$ cat src/rtl/uart_pkg.sv
// Shared constants and FSM encoding for the configurable UART receiver.
package uart_pkg;

  localparam int unsigned PAR_NONE = 0;
  localparam int unsigned PAR_ODD  = 1;
  localparam int unsigned PAR_EVEN = 2;

  typedef enum logic [2:0] {
    StIdle  = 3'd0,
    StStart = 3'd1,
    StData  = 3'd2,
    StPar   = 3'd3,
    StStop  = 3'd4
  } rx_state_e;

endpackage

$ cat src/rtl/uart_rx_sync.sv
// Two-flop synchroniser for the serial line plus a falling-edge detector on the
// synchronised signal.
module uart_rx_sync (
  input  logic clk,
  input  logic rst_n,
  input  logic din,
  output logic dout,
  output logic fall
);

  logic meta_q;
  logic sync_q;
  logic prev_q;

  // All flops reset high so a line idling high never looks like a start edge.
  always_ff @(posedge clk) begin
    if (!rst_n) begin
      meta_q <= 1'b1;
      sync_q <= 1'b1;
      prev_q <= 1'b1;
    end else begin
      meta_q <= din;
      sync_q <= meta_q;
      prev_q <= sync_q;
    end
  end

  assign dout = sync_q;
  assign fall = prev_q & ~sync_q;

endmodule

$ cat src/rtl/uart_rx_cfg.sv
// Configurable UART receiver: mid-bit sampling, optional parity, frame-error
// detection and a one-cycle completion pulse with registered status.
module uart_rx_cfg
  import uart_pkg::*;
#(
  parameter int unsigned BAUD_CNT  = 56,
  parameter int unsigned DATA_BITS = 8,
  parameter int unsigned MSB_FIRST = 1,
  parameter int unsigned PARITY    = PAR_NONE
) (
  input  logic                 clk,
  input  logic                 rst_n,
  input  logic                 rs232_rx,
  output logic [DATA_BITS-1:0] rx_data,
  output logic                 po_flag,
  output logic                 parity_err,
  output logic                 frame_err
);

  localparam int unsigned CNT_W = $clog2(BAUD_CNT + 1);
  localparam int unsigned BIT_W = $clog2(DATA_BITS);

  localparam logic [CNT_W-1:0] CntOne  = CNT_W'(1);
  localparam logic [CNT_W-1:0] CntHalf = CNT_W'(BAUD_CNT / 2);
  localparam logic [CNT_W-1:0] CntFull = CNT_W'(BAUD_CNT);
  localparam logic [BIT_W-1:0] BitLast = BIT_W'(DATA_BITS - 1);

  logic line;
  logic fall;

  uart_rx_sync u_sync (
    .clk  (clk),
    .rst_n(rst_n),
    .din  (rs232_rx),
    .dout (line),
    .fall (fall)
  );

  rx_state_e             state_q;
  logic [CNT_W-1:0]      cnt_q;
  logic [BIT_W-1:0]      bit_q;
  logic [DATA_BITS-1:0]  shift_q;
  logic [DATA_BITS-1:0]  shift_nxt;
  logic                  par_q;
  logic                  wait_high_q;
  logic                  par_xor;

  always_comb begin
    shift_nxt = shift_q;
    if (MSB_FIRST != 0) begin
      shift_nxt = {shift_q[DATA_BITS-2:0], line};
    end else begin
      shift_nxt = {line, shift_q[DATA_BITS-1:1]};
    end
  end

  assign par_xor = ^{shift_q, par_q};

  // cnt_q equals the number of cycles since the frame (or last sample) began,
  // so sample points are simple equality compares against constants.
  always_ff @(posedge clk) begin
    if (!rst_n) begin
      state_q     <= StIdle;
      cnt_q       <= '0;
      bit_q       <= '0;
      shift_q     <= '0;
      par_q       <= 1'b0;
      wait_high_q <= 1'b0;
      rx_data     <= '0;
      po_flag     <= 1'b0;
      parity_err  <= 1'b0;
      frame_err   <= 1'b0;
    end else begin
      po_flag    <= 1'b0;
      parity_err <= 1'b0;
      frame_err  <= 1'b0;
      unique case (state_q)
        StIdle: begin
          if (line) begin
            wait_high_q <= 1'b0;
          end
          if (fall && !wait_high_q) begin
            state_q <= StStart;
            cnt_q   <= CntOne;
          end
        end
        StStart: begin
          if (cnt_q == CntHalf) begin
            bit_q <= '0;
            if (line) begin
              state_q <= StIdle;
              cnt_q   <= '0;
            end else begin
              state_q <= StData;
              cnt_q   <= CntOne;
            end
          end else begin
            cnt_q <= cnt_q + CntOne;
          end
        end
        StData: begin
          if (cnt_q == CntFull) begin
            cnt_q   <= CntOne;
            shift_q <= shift_nxt;
            if (bit_q == BitLast) begin
              state_q <= (PARITY != PAR_NONE) ? StPar : StStop;
            end else begin
              bit_q <= bit_q + BIT_W'(1);
            end
          end else begin
            cnt_q <= cnt_q + CntOne;
          end
        end
        StPar: begin
          if (cnt_q == CntFull) begin
            cnt_q   <= CntOne;
            par_q   <= line;
            state_q <= StStop;
          end else begin
            cnt_q <= cnt_q + CntOne;
          end
        end
        StStop: begin
          if (cnt_q == CntFull) begin
            state_q     <= StIdle;
            cnt_q       <= '0;
            rx_data     <= shift_q;
            po_flag     <= 1'b1;
            frame_err   <= ~line;
            wait_high_q <= ~line;
            if (PARITY == PAR_ODD) begin
              parity_err <= ~par_xor;
            end else if (PARITY != PAR_NONE) begin
              parity_err <= par_xor;
            end
          end else begin
            cnt_q <= cnt_q + CntOne;
          end
        end
        default: begin
          state_q <= StIdle;
          cnt_q   <= '0;
        end
      endcase
    end
  end

endmodule

$ cat config.mk
export PLATFORM = sky130hd
export DESIGN_NAME = uart_rx_cfg
export DESIGN_NICKNAME = d
export VERILOG_FILES = /design/src/rtl/uart_pkg.sv /design/src/rtl/uart_rx_sync.sv /design/src/rtl/uart_rx_cfg.sv
export SDC_FILE = /design/constraint.sdc
export NUM_CORES = 1
export LEC_CHECK = 0
export CAP_MARGIN = 20
export CORE_ASPECT_RATIO = 1.2
export CORE_UTILIZATION = 64
export CTS_BUF_LIST = sky130_fd_sc_hd__clkbuf_2
export DETAILED_ROUTE_END_ITERATION = 7
export GPL_TIMING_DRIVEN = 0
export PLACE_DENSITY = 0.95
export SLEW_MARGIN = 40
export SYNTH_ARGS = -nofsm -noshare
export SYNTH_HDL_FRONTEND = slang
export SYNTH_HIERARCHICAL = 1
export SYNTH_SLANG_ARGS = --single-unit
$ cat constraint.sdc
create_clock -name clk -period 2.75 [get_ports clk]
set_input_delay 0.6875 -clock clk [delete_from_list [all_inputs] [get_ports clk]]
set_output_delay 0.6875 -clock clk [all_outputs]
set_load 0.01 [all_outputs]
==> flow_summary.yaml <==
status:
  status: "finished, final reports clean"
global_route:
  grt_pass1_wl_mm: 6.092
  grt_pass1_vias: 1395
  grt_usage_pct: 28.19
  antenna_found_initial: 0
  grt_overflow: 0
  grt_max_degree: 11
pwr:
  p_per_area_nw_per_um2: 409.5
  combPwrFrac_pct: 7.0
  netSwitchingFraction_pct: 25.11
  p_switching_w: 0.0001912
  p_seq_share_pct: 65.8
  p_int_w: 0.0005702
  power_frac_clock_pct: 27.2
  peakVddDrop_v: 0.0003382
  design_power_total_w: 0.0007614
  leakagePower_nw: 0.6628
setup_path:
  critPathCapture: "bit_q[2]"
  rrSetupSlack_ns: 0.63
  startpoint: "cnt_q[0]"
  crit_family: "simple AND/OR/NAND/NOR gates"
  crit_buf_inv: 1
  cp.depth: 6
  cp.required_ns: 3.06
  slowest_delay_ns: 0.47
  critPathCaptureType: "flop"
  critPathMaxFanout: 5
  r2r-end: "bit_q[2]"
  path_class: "flop to flop"
  r2r_start: "cnt_q[0]"
  critPathArrivalTime_ns: 2.43
  worstRegToRegCells: 6
  slowest_stage: "o21ai_0"
  crit_path_start_kind: "flop"
  crit_chain: "inv_1 -> ha_1 -> and4_2 -> and4_1 -> o21ai_0 -> mux2i_1"
drt:
  met1Wirelength_mm: 1.435
  ant_nets: 0
  drtIter0Drc: 44
  wl_mm: 3.484
  routed_via_density: 6.188
  wire_per_inst_um: 15.62
  drc: 0
  vias: 1380
  first_pass_iters: 4
  wl_met3_um: 185
  top_layer_used: "met4"
  wl_met2_mm: 1.788
timing:
  setup_tns_ns: 0
  finalSetupViolations: 0
  fin_crit_sh_pct: 77.05
  period_minus_slack_ns: 2.119
  hold_violations: 0
  fin_ws_ns: 0.6312
  tightest_slew_ns: 0.7632
  slew_viol_final: 0
  max_freq_mhz: 472.0
  relSlewSlack_pct: 48.74
  grt_setup_unrepaired: "no"
  finClkSkew_ns: 0.01322
floorplanning:
  die_w_um: 48.66
  dieArea_um2: 2821
  core_um2: 2377
  std_cell_rows: 19
  pin_count: 14
  initial_utilization_pct: 70.32
  die_y_um: 57.99
yosys:
  synth_top_family_by_area: "simple AND/OR/NAND/NOR gates"
  yosysSeqAreaShare_pct: 40.72
  synth_area_leaders: "dfxtp_1, mux2i_1, nor2b_1"
  yosysTopAreaCellShare_pct: 40.72
  ys_seq_elements: 34
  yosys.area_share.simple_pct: 25.75
  syn_area_um2: 1672
  synthXorXnorAreaFrac_pct: 0
  async_flop_share_pct: 0
  synthAdderAreaFrac_pct: 2.994
  synth_cell_types: 43
  synth_compound_area_share_pct: 13.10
  ys_warn_count: 6
  muxShareOfSynthArea_pct: 11.98
  yosysTopAreaCell: "dfxtp_1"
  synthCells: 174
  syn-num-nets: 181
  avgSynthCellArea_um2: 9.607
  synth-edff-count: 0
  synth_top_flop_cell: "dfxtp_1"
cells_and_area:
  nFillCells: 163
  area.sequential_um2: 680.7
  diodes: 0
  nets: 200
  final_layout_size_suffix_gt1_share_pct: 11.46
  multi_input_area_um2: 903.4
  synthToLayoutAreaGrowth_pct: 11.23
placed_design:
  io_buffer_count: 12
  dp_hpwl_mm: 2.548
  post-place-ws_ns: 0.6452
  place_congestion: 0.9093
clock_tree:
  cts_setup_buffers: 0
  hold_buffers: 0
  numCtsBuffers: 5
  clkSinkCount: 34
  htree_levels: 2
  cts_tree: "done"
  cts_buffer_depth: 2
  post_cts_resized: 0
  insertion_delay_ns: 0.37
  clk_pin_slew_ns: 0.16
  root_buffer: "clkbuf_2"
job:
  maxCapViolations: 0
worst_hold_path:
  min_path_type: "flop to flop"
layer usage:
| layer | up-vias | global-route usage, % |
|---|---|---|
| li1 | 662 | - |
| met1 | 654 | 31.95 |
| met2 | 54 | 48.81 |
| met3 | 10 | 8.924 |
| met4 | 0 | 12.18 |
| met5 | - | 0 |
cells by family (layout without fill, tap and decap cells):
logic type,count (synthesis),after routing
AO/OA/AOI/OAI,31,31
flip-flops,34,34
multiplexers,20,20
other,1,1
AND/OR/NAND/NOR,68,68
buffers and inverters,16,34
adder cells (fa/ha/maj),4,4
final cells by class:
cell class                 instances  area share [%]
inverter                           4          0.8075
sequential                        34           36.61
multi-input combinational        124           48.59
buffer                            12           3.903
tap                               31           2.086
timing repair buffer              12           6.460
clock inverter                     1          0.2019
clock buffer                       5           1.346
power groups by stage:
stage                     clock network [W]  logic [W]  registers [W]
after floorplan                           0  0.0000389       0.000510
after global placement                    0  0.0000493       0.000512
after detailed placement                  0  0.0000517       0.000512
after CTS                          0.000208  0.0000519       0.000501
after global routing               0.000232  0.0000579       0.000502
final                              0.000207  0.0000531       0.000501
flip-flops by register name, summed over array words and instances, names as in the netlist, 3 cells and up:
register  flops
state_q       3
shift_q       8
bit_q         3
cnt_q         6
rx_data       8
cells in the mapped netlist (all sizes together) (4+ instances only):
master	number
a21oi	6
and3	4
buf	8
clkbuf	4
dfxtp	34
ha	4
inv	4
mux2i	20
nand2	10
nand2b	6
nand3	8
nor2b	18
nor4	5
o21ai	7
metrics by stage:
| step | utilization (%) | cell area [um2] | hold WS [ns] | std cells |
|---|---|---|---|---|
| 2_1_floorplan | - | 1672 | 0.3863 | 174 |
| 3_3_place_gp | 77.00 | 1831 | 0.3944 | 217 |
| 3_5_place_dp | 77.00 | 1831 | 0.4398 | 217 |
| 4_1_cts | 78.21 | 1859 | 0.4758 | 223 |
| 5_1_grt | 78.21 | 1859 | 0.4816 | 223 |
| 6_report | 78.21 | 1859 | 0.4880 | 223 |
layout by cell type (no fill, tap or decap), drive strengths merged, types with 2 or more instances in the layout:
cell type and n:
nand3 8, nand3b 2, a21oi 6, o211ai 2, nand2b 6, clkdlybuf4s50 12, and3 4, nor2b 18
buf 8, o21a 3, nor2 3, a211oi 2, a311oi 3, inv 4, and2 2, clkbuf 9
dfxtp 34, nor3 2, nor4 5, ha 4, a2111oi 3, and4 2, mux2i 20, nand4 2
o21ai 7, nand2 10
worst min path at each step:
stage	start	endpoint	slack (ns)	cells past startpoint
floorplan	u_sync/meta_q	u_sync/dout	0.39	1
global placement	u_sync/meta_q	u_sync/dout	0.39	1
detailed placement	u_sync/meta_q	u_sync/dout	0.44	1
CTS	u_sync/meta_q	u_sync/dout	0.48	1
global route	u_sync/meta_q	u_sync/dout	0.48	1
finish	u_sync/meta_q	u_sync/dout	0.49	1
worst register-to-register path: cells and delay by family, from the launching register on:
kind                     cells  cell delay [ns]
multiplexers                 1             0.27
adder cells (fa/ha/maj)      1             0.28
AO/OA/AOI/OAI                1             0.47
flip-flops                   1             0.43
buffers and inverters        1             0.10
AND/OR/NAND/NOR              2             0.51
(Power assumes the default switching activity.)
